--- src/rtl/cpu_pkg.sv ---
// Shared core types: register-file geometry, writeback source encoding.
// Define WB_R0_ZERO_EN to make register 0 a hardwired zero.
package cpu_pkg;

  localparam int DATA_W   = 16;
  localparam int ADDR_W   = 3;
  localparam int NUM_REGS = 8;
  localparam int CNT_W    = 2;

`ifdef WB_R0_ZERO_EN
  localparam bit R0_ZERO = 1'b1;
`else
  localparam bit R0_ZERO = 1'b0;
`endif

  typedef enum logic {
    SRC_ALU = 1'b0,
    SRC_LD  = 1'b1
  } wb_src_t;

  // Round-robin: the source not granted last time wins a tie.
  function automatic wb_src_t rr_next(input wb_src_t last);
    return (last == SRC_ALU) ? SRC_LD : SRC_ALU;
  endfunction

endpackage

--- src/rtl/wb_scoreboard.sv ---
// Per-register pending-write counters; drives busy and issue_ready.
// Ports: issue_valid/issue_reg/issue_ready (decode), commit_en/commit_reg
// (regfile write this cycle), busy (bit r = r has pending writes).
// WB_R0_ZERO_EN: issues to r0 are never counted.
module wb_scoreboard #(
  parameter int ADDR_W = cpu_pkg::ADDR_W,
  parameter int CNT_W  = cpu_pkg::CNT_W
) (
  input  logic                   clk,
  input  logic                   rst,
  input  logic                   issue_valid,
  input  logic [ADDR_W-1:0]      issue_reg,
  output logic                   issue_ready,
  input  logic                   commit_en,
  input  logic [ADDR_W-1:0]      commit_reg,
  output logic [(1<<ADDR_W)-1:0] busy
);

  localparam int NR = 1 << ADDR_W;
  localparam logic [CNT_W-1:0] CNT_MAX = '1;

  logic [CNT_W-1:0] cnt_q [NR];
  logic [CNT_W-1:0] cnt_d [NR];
  logic             inc_ok;

  always_comb begin
    // A full counter can still accept when its register commits this edge.
    issue_ready = !((cnt_q[issue_reg] == CNT_MAX) &&
                    !(commit_en && (commit_reg == issue_reg)));
    inc_ok = issue_valid && issue_ready &&
             !(cpu_pkg::R0_ZERO && (issue_reg == '0));
    for (int r = 0; r < NR; r++) begin
      cnt_d[r] = cnt_q[r];
      if (inc_ok && (issue_reg == ADDR_W'(r)))
        cnt_d[r] = cnt_d[r] + CNT_W'(1);
      // Spurious commit on an idle register leaves it at zero.
      if (commit_en && (commit_reg == ADDR_W'(r)) && (cnt_q[r] != '0))
        cnt_d[r] = cnt_d[r] - CNT_W'(1);
      busy[r] = (cnt_q[r] != '0);
    end
  end

  always_ff @(posedge clk or posedge rst) begin
    if (rst) begin
      for (int r = 0; r < NR; r++) cnt_q[r] <= '0;
    end else begin
      for (int r = 0; r < NR; r++) cnt_q[r] <= cnt_d[r];
    end
  end

  always @(posedge clk) begin
    if (!rst && commit_en)
      assert (cnt_q[commit_reg] != '0)
        else $error("wb_scoreboard: commit to r%0d with none pending",
                    commit_reg);
  end

endmodule

--- src/rtl/wb_arbiter.sv ---
// Writeback arbiter: merges ALU and load results onto the regfile port.
// Ports: issue_* (decode), alu_*/ld_* (result handshakes), write_en/wreg/
// writedata (regfile), busy (RAW scoreboard). WB_R0_ZERO_EN: r0 is zero.
module wb_arbiter #(
  parameter int DATA_W = cpu_pkg::DATA_W,
  parameter int ADDR_W = cpu_pkg::ADDR_W,
  parameter int CNT_W  = cpu_pkg::CNT_W
) (
  input  logic                   clk,
  input  logic                   rst,
  input  logic                   issue_valid,
  input  logic [ADDR_W-1:0]      issue_reg,
  output logic                   issue_ready,
  input  logic                   alu_valid,
  output logic                   alu_ready,
  input  logic [ADDR_W-1:0]      alu_reg,
  input  logic [DATA_W-1:0]      alu_data,
  input  logic                   ld_valid,
  output logic                   ld_ready,
  input  logic [ADDR_W-1:0]      ld_reg,
  input  logic [DATA_W-1:0]      ld_data,
  output logic                   write_en,
  output logic [ADDR_W-1:0]      wreg,
  output logic [DATA_W-1:0]      writedata,
  output logic [(1<<ADDR_W)-1:0] busy
);

  cpu_pkg::wb_src_t last_q, last_d, win;

  logic              alu_xfer, ld_xfer, wr_ok;
  logic [ADDR_W-1:0] sel_reg;
  logic [DATA_W-1:0] sel_data;
  logic              we_q, we_d;
  logic [ADDR_W-1:0] wreg_q, wreg_d;
  logic [DATA_W-1:0] wdata_q, wdata_d;

  always_comb begin
    win       = cpu_pkg::rr_next(last_q);
    alu_ready = 1'b1;
    ld_ready  = 1'b1;
    if (alu_valid && ld_valid) begin
      alu_ready = (win == cpu_pkg::SRC_ALU);
      ld_ready  = (win == cpu_pkg::SRC_LD);
    end
    alu_xfer = alu_valid && alu_ready;
    ld_xfer  = ld_valid && ld_ready;

    sel_reg  = alu_reg;
    sel_data = alu_data;
    last_d   = last_q;
    unique case (1'b1)
      alu_xfer: last_d = cpu_pkg::SRC_ALU;
      ld_xfer: begin
        sel_reg  = ld_reg;
        sel_data = ld_data;
        last_d   = cpu_pkg::SRC_LD;
      end
      default: ;
    endcase

    // r0 results still handshake but never reach the regfile.
    wr_ok   = (alu_xfer || ld_xfer) &&
              !(cpu_pkg::R0_ZERO && (sel_reg == '0));
    we_d    = wr_ok;
    wreg_d  = wr_ok ? sel_reg : wreg_q;
    wdata_d = wr_ok ? sel_data : wdata_q;
  end

  always_ff @(posedge clk or posedge rst) begin
    if (rst) begin
      last_q  <= cpu_pkg::SRC_ALU;
      we_q    <= 1'b0;
      wreg_q  <= '0;
      wdata_q <= '0;
    end else begin
      last_q  <= last_d;
      we_q    <= we_d;
      wreg_q  <= wreg_d;
      wdata_q <= wdata_d;
    end
  end

  assign write_en  = we_q;
  assign wreg      = wreg_q;
  assign writedata = wdata_q;

  wb_scoreboard #(
    .ADDR_W (ADDR_W),
    .CNT_W  (CNT_W)
  ) u_sb (
    .clk         (clk),
    .rst         (rst),
    .issue_valid (issue_valid),
    .issue_reg   (issue_reg),
    .issue_ready (issue_ready),
    .commit_en   (we_q),
    .commit_reg  (wreg_q),
    .busy        (busy)
  );

endmodule

--- config.mk ---
export PLATFORM = sky130hd
export DESIGN_NAME = wb_arbiter
export DESIGN_NICKNAME = d
export VERILOG_FILES = /design/src/rtl/cpu_pkg.sv /design/src/rtl/wb_scoreboard.sv /design/src/rtl/wb_arbiter.sv
export SDC_FILE = /design/constraint.sdc
export NUM_CORES = 1
export LEC_CHECK = 0
export ABC_AREA = 1
export BUFFER_PORTS_ARGS = -buffer_cell sky130_fd_sc_hd__buf_2
export CAP_MARGIN = 20
export CORE_MARGIN = 2
export CORE_UTILIZATION = 56
export DETAILED_ROUTE_END_ITERATION = 8
export PLACE_DENSITY_LB_ADDON = 0.12
export SLEW_MARGIN = 20
export SYNTH_ARGS = -nofsm -noshare
export SYNTH_HDL_FRONTEND = slang
export SYNTH_SLANG_ARGS = --single-unit
--- constraint.sdc ---
create_clock -name clk -period 3.5 [get_ports clk]
set_clock_uncertainty 0.15 [all_clocks]
set_input_delay 0.7 -clock clk [delete_from_list [all_inputs] [get_ports clk]]
set_output_delay 0.7 -clock clk [all_outputs]
set_load 0.1 [all_outputs]
* Word-level counts from Yosys, hierarchy flattened
Index checks and enable logic that the tools add are counted.
** Word-level totals
- Logic and storage cells :: 115
- Register bits :: 37
- Bits of input ports :: 46
- Output and inout port bits :: 31
** Cells by class
- Mux-type cells :: 25
- Bitwise logic cells :: 1
- Equality and inequality tests :: 16
- Add/sub/neg operators :: 16
- Reduce and logical (&&, ||, !) cells :: 44
- Magnitude comparators :: 1
** Operator list (number)
- 2-bit two-way mux :: 18
- 1-bit logical AND :: 30
- 3-bit == test, second input constant :: 8
- 2-bit nonzero test :: 9
- 2-bit by 1-bit adder with 2-bit output, second input constant :: 8
- 16-bit two-way mux :: 1
- 2-bit by 1-bit subtractor with 2-bit output, second input constant :: 8
- 3-bit by 2-bit == test with 1-bit output, second input constant :: 4
- 2-bit binary-select mux with 3-bit select :: 1
- 3-bit by 1-bit == test with 1-bit output, second input constant :: 2
- 3-bit zero test :: 2
- 4-bit greater-or-equal comparator, second input constant :: 1
- 3-bit inverter with 4-bit output :: 1
- 3-bit == test :: 1
- 1-bit two-way mux :: 3
- 3-bit two-way mux :: 1
- 2-bit == test, second input constant :: 1
- 1-bit zero test :: 2
- 1-bit one-hot mux with 2 select lines :: 1
- 1-bit logical OR :: 1

* Depth between registers and ports, before layout
- Word-level depth :: 12
- Depth in mapped cells :: 15
- Depth with buffers taken out :: 15

* By module
Synthesis repeated with hierarchy kept, for this count alone.
** Second synthesis, totals
- Cells, all modules :: 419
- Area total of the unflattened synthesis :: 2776.4 µm²
** By module, submodules not included
- wb_scoreboard :: times used 1, sequential area each 400.4 µm², area an instance 1634.1 µm², cells each 252
- wb_arbiter :: times used 1, sequential area each 525.5 µm², area an instance 1142.3 µm², cells each 167

* Least setup slack after synthesis
Ideal clock, no wire load.
- Kind :: input -> register
- Start point :: in alu_valid
- End point :: reg wdata_q[0], in the netlist writedata[0]
- Path buffers :: 2
- Path slack :: 0.712 ns
- Required time :: 3.267 ns
- Library setup time :: 0.083 ns
- Arrival time :: 2.556 ns
- Stages :: 8
- Cells stage by stage :: nand3_1 > nand2_1 > clkbuf_1 > nand2_1 > inv_2 > buf_2 > nand2_1 > o21ai_0
** Between the ends
- Longest elaborated chain between the ends :: 4
- Elaborated cells between the ends (all ways) :: 7
- Those cells by class :: mux (3); reduce/logical (4)
** RTL lines
- start, declared :: RTL line wb_arbiter.sv:14 : input logic alu_valid,
- 1-bit logical AND :: RTL line wb_arbiter.sv:41 : if (alu_valid && ld_valid) begin
- 1-bit two-way mux :: RTL line wb_arbiter.sv:41
- 1-bit logical AND, on equally long branches :: RTL line wb_arbiter.sv:46, wb_arbiter.sv:45
- 16-bit two-way mux / 1-bit logical OR (equally long branches) :: RTL line wb_arbiter.sv:51, wb_arbiter.sv:62
- end signal, assigned :: RTL line wb_arbiter.sv:79 : wdata_q <= wdata_d;
- end, declared :: RTL line wb_arbiter.sv:35 : logic [DATA_W-1:0] wdata_q, wdata_d;
Several ways; a longest one is shown, not always the timed one.
A chain may end at the register's enable or synchronous reset.

* Worst setup path in the final report
- Start point :: in issue_reg[0]
- End point :: out issue_ready
** Between the ends
- Longest elaborated chain between the ends :: 7
- Elaborated cells between the ends (all ways) :: 10
- Those cells by class :: eq/ne (2); mux (3); bitwise (1); reduce/logical (4)
** RTL lines
- start, declared :: RTL line wb_arbiter.sv:12 : input logic [ADDR_W-1:0] issue_reg,
- 3-bit inverter with 4-bit output (implied by the code) :: RTL line wb_scoreboard.sv:28 : issue_ready = !((cnt_q[issue_reg] == CNT_MAX) &&
- 2-bit binary-select mux with 3-bit select :: RTL line wb_scoreboard.sv:28
- 2-bit two-way mux (implied by the code) (2 in a row) :: RTL line wb_scoreboard.sv:28
- 2-bit == test :: RTL line wb_scoreboard.sv:28
- 1-bit logical AND * :: RTL line wb_scoreboard.sv:28
- 1-bit zero test * :: RTL line wb_scoreboard.sv:28
- end, declared :: RTL line wb_arbiter.sv:13 : output logic issue_ready,
Mark *: on every way between the ends. The rest lies on a longest branch, timed or not. The select of a mux whose other input is x is not followed.

==> out/summary.txt <==
Highest Clock Rate = 0.3483 GHz
Switching Share = 0.5403
internal power = 1.097 mW
Total Routed Length = 5973 um
wire length of the first global-routing pass = 10720 um
largest vdd supply drop = 0.0003940 V
number of detailed-routing iterations run before antenna repair = 4
core region area = 4384 um^2
Critical Path Fanout Max = 13
Crit path top cell by count = nand2_1
global routing met3 resource utilization = 0.06610
layout cell share with drive strength beyond 1 = 0.2831
syn avg cell area = 7.068 um^2
cell-by-cell listing of the critical path = buf_2 > inv_2 > nand2_1 > nand2_1 > nand2_1 > nand2_1 > nand2_1 > nand2_2 > nand3_4 > buf_2
DRC errors left = 0
leading cell type in the layout, fill and taps excluded = nand2_1
Root Buffer Master = clkbuf_8
clock input transition at the sequential cells of the worst setup and hold paths = 80 ps
post-synth cell types = 28
maximum number of pins on one net before global-route repair = 38
deepest clock path buffer count = 2
post-synthesis instance area = 2559 um^2
wire per inst = 12.19 um
switching power summed over all nets = 1.289 mW
fin crit period = 2871 ps
type of the setup path with the least slack = input port to output port
part of the total power dissipated in combinational logic = 0.563
cell types with the largest area share after synthesis = dfrtp_1 (36%), nand2_1 (15%), inv_1 (7.5%)
Tot Pwr = 2.387 mW
GR met2 Demand/Resource = 0.4321
Worst Max-Slew Pin Slew = 545.0 ps
net count of the mapped netlist = 416
initial antenna violation count = 0
number of instances in the synthesized netlist = 362
post-CTS setup buffers = 0
total count of max-transition violations in the final report = 0
critical path required time = 2650 ps
CTS H-tree lvls = 2
starting density of the core = 0.5836
share of the synthesized area in the top cell type = 0.3619
DP Wirelength = 4566 um
I/O Pins = 77
setup repair after global routing missed its margin = no
count of input and output buffers = 76
number of enable flip-flop cells after synthesis = 0
count of final hold-check violations = 0
final standard cell count with taps included and fillers excluded = 490
clock sinks = 37
TNS Setup = 0 ps
Post-CTS Resized = 0
die extent in y = 71.60 um
Cell Rows = 24
Post-Place Cells = 482
share of the clock period used by the worst path after layout = 0.8203
met1 global-route usage = 0.3261
count of nets left with antenna violations after detail routing = 0
number of register bits inferred by synthesis = 37
Filler Cells Inserted = 392
kind of cell adding the most delay to the critical path = buffers and inverters
crit path launch type = input port
number of buffers added by the clock tree synthesis step = 5
Area Overhead vs Synth = 20.24%
DRT iter0 DRCs = 176
most used cells in the layout excluding fill and tap cells = nand2_1 (99), buf_2 (76), inv_1 (51)
Die Area = 5126 um^2
diode count = 0
share of the yosys chip area belonging to registers = 0.3619
cell leakage power = 1.751 nW
fraction of registers with async set or reset after synthesis = 1.000
worst stage delay on the critical path = 420 ps
global-route usage over all layers = 0.2586
yosys synthesis warning count = 0
x dimension of the die = 71.60 um
via density per instance = 5.165
number of buffers added to fix hold violations after cts = 0
crit path DAT = 2020 ps
WP buf/inv = 3
Main synth FF type = dfrtp_1
power per cell area = 775.7 nW/um^2
worst min-delay path class = flip-flop to flip-flop
Final GP Congestion = 0.8868
GRT overflow = 0
worst slew margin relative to its limit = 0.6344
share of power burned in the clock network = 0.165
end-of-flow core utilization = 0.7018
total setup violations reported at the end of the flow = 0
worst skew pair latency = 290 ps
number of global-route vias before repair = 2519
number of vias after detailed routing = 2531
cell type contributing the most total cell area after synthesis = dfrtp_1
type of destination of the critical path = output port
busiest metal layer after global routing = met2
Nets = 491
standard cell with the maximum stage delay on the critical path = buf_2
proportion of power drawn by flip-flops and latches = 0.272
run status = completed
max capacitance violation total = 0
CTS tree = done
-- metrics by stage --
| step | hold WS [ps] | instance area (um^2) | setup WS [ps] |
|---|---|---|---|
| after CTS | 333.4 | 3077 | 637.4 |
| after detailed placement | 314.3 | 2957 | 641.5 |
| after global routing | 349.9 | 3077 | 518.3 |
| after floorplan | 377.1 | 2559 | 711.9 |
| after global placement | 310.2 | 2957 | 697.5 |
| final | 330.8 | 3077 | 629.0 |
-- power by group through the flow --
stage	logic (mW)	clock network (mW)	registers (mW)
floorplan	0.916	0	0.854
global placement	1.31	0	0.656
detailed placement	1.35	0	0.656
CTS	1.35	0.401	0.649
global route	1.47	0.414	0.664
finish	1.34	0.394	0.650
-- flip-flops by register name, indices dropped and copies added, names as in the netlist --
signal	count
last_q	1
u_sb.cnt_q	16
wreg	3
write_en	1
writedata	16
-- cell type report --
cell class / count / area (um^2) / area share
clock buffer: 6 / 82.58 / 0.02684
clock inverter: 2 / 37.54 / 0.01220
inverter: 55 / 206.4 / 0.06710
multi-input combinational: 258 / 1349 / 0.4384
sequential: 37 / 925.9 / 0.3009
tap: 52 / 65.06 / 0.02115
timing repair buffer: 80 / 410.4 / 0.1334
-- per-layer routing --
layer | vias up | routed length (um)
met5 | - | 0
met4 | 0 | 97
met3 | 10 | 459
met2 | 92 | 2847
met1 | 1127 | 2569
li1 | 1302 | -
-- cell usage after synthesis, types with 3 or more instances --
library cell and instances:
nand2_1 99, clkbuf_1 6, o22ai_1 4, nor2_1 42, a21o_1 7, ha_1 8, dfrtp_1 37, o21ai_0 23
nand4_2 6, o21ai_1 9, inv_2 3, nor3_1 8, nand3_1 13, inv_1 51, nand3_2 10, nand2_2 12
nand4_1 10
-- path summary, 6_finish.rpt --
kind | startpoint | to | slack (ps) | cells after the start
setup / recovery | issue_reg[0] | issue_ready | 630 | 10
max in group asynchronous | rst | u_sb.cnt_q[12]$_DFF_PP0_ | 2520 | 3
setup reg to reg | wreg[0]$_DFFE_PP0P_ | u_sb.cnt_q[11]$_DFF_PP0_ | 1370 | 11
hold / removal | writedata[1]$_DFFE_PP0P_ | writedata[1]$_DFFE_PP0P_ | 330 | 2
hold reg to reg | writedata[1]$_DFFE_PP0P_ | writedata[1]$_DFFE_PP0P_ | 330 | 2
min in group asynchronous | rst | writedata[6]$_DFFE_PP0P_ | 350 | 3
-- tightest hold or removal path: stages, from the launching register on --
cell	delay (ps)
dfrtp_1	350
nand2_1	50
nand3_1	50
-- logic make-up after synthesis --
family / after synthesis / share of synthesized area
simple gates: 202 / 0.3795
buf+inv: 67 / 0.1110
compound gates: 47 / 0.1051
flops: 37 / 0.3619
fa+ha+maj: 8 / 0.03912
xor+xnor: 1 / 0.003424
(Power assumes the default switching activity.)
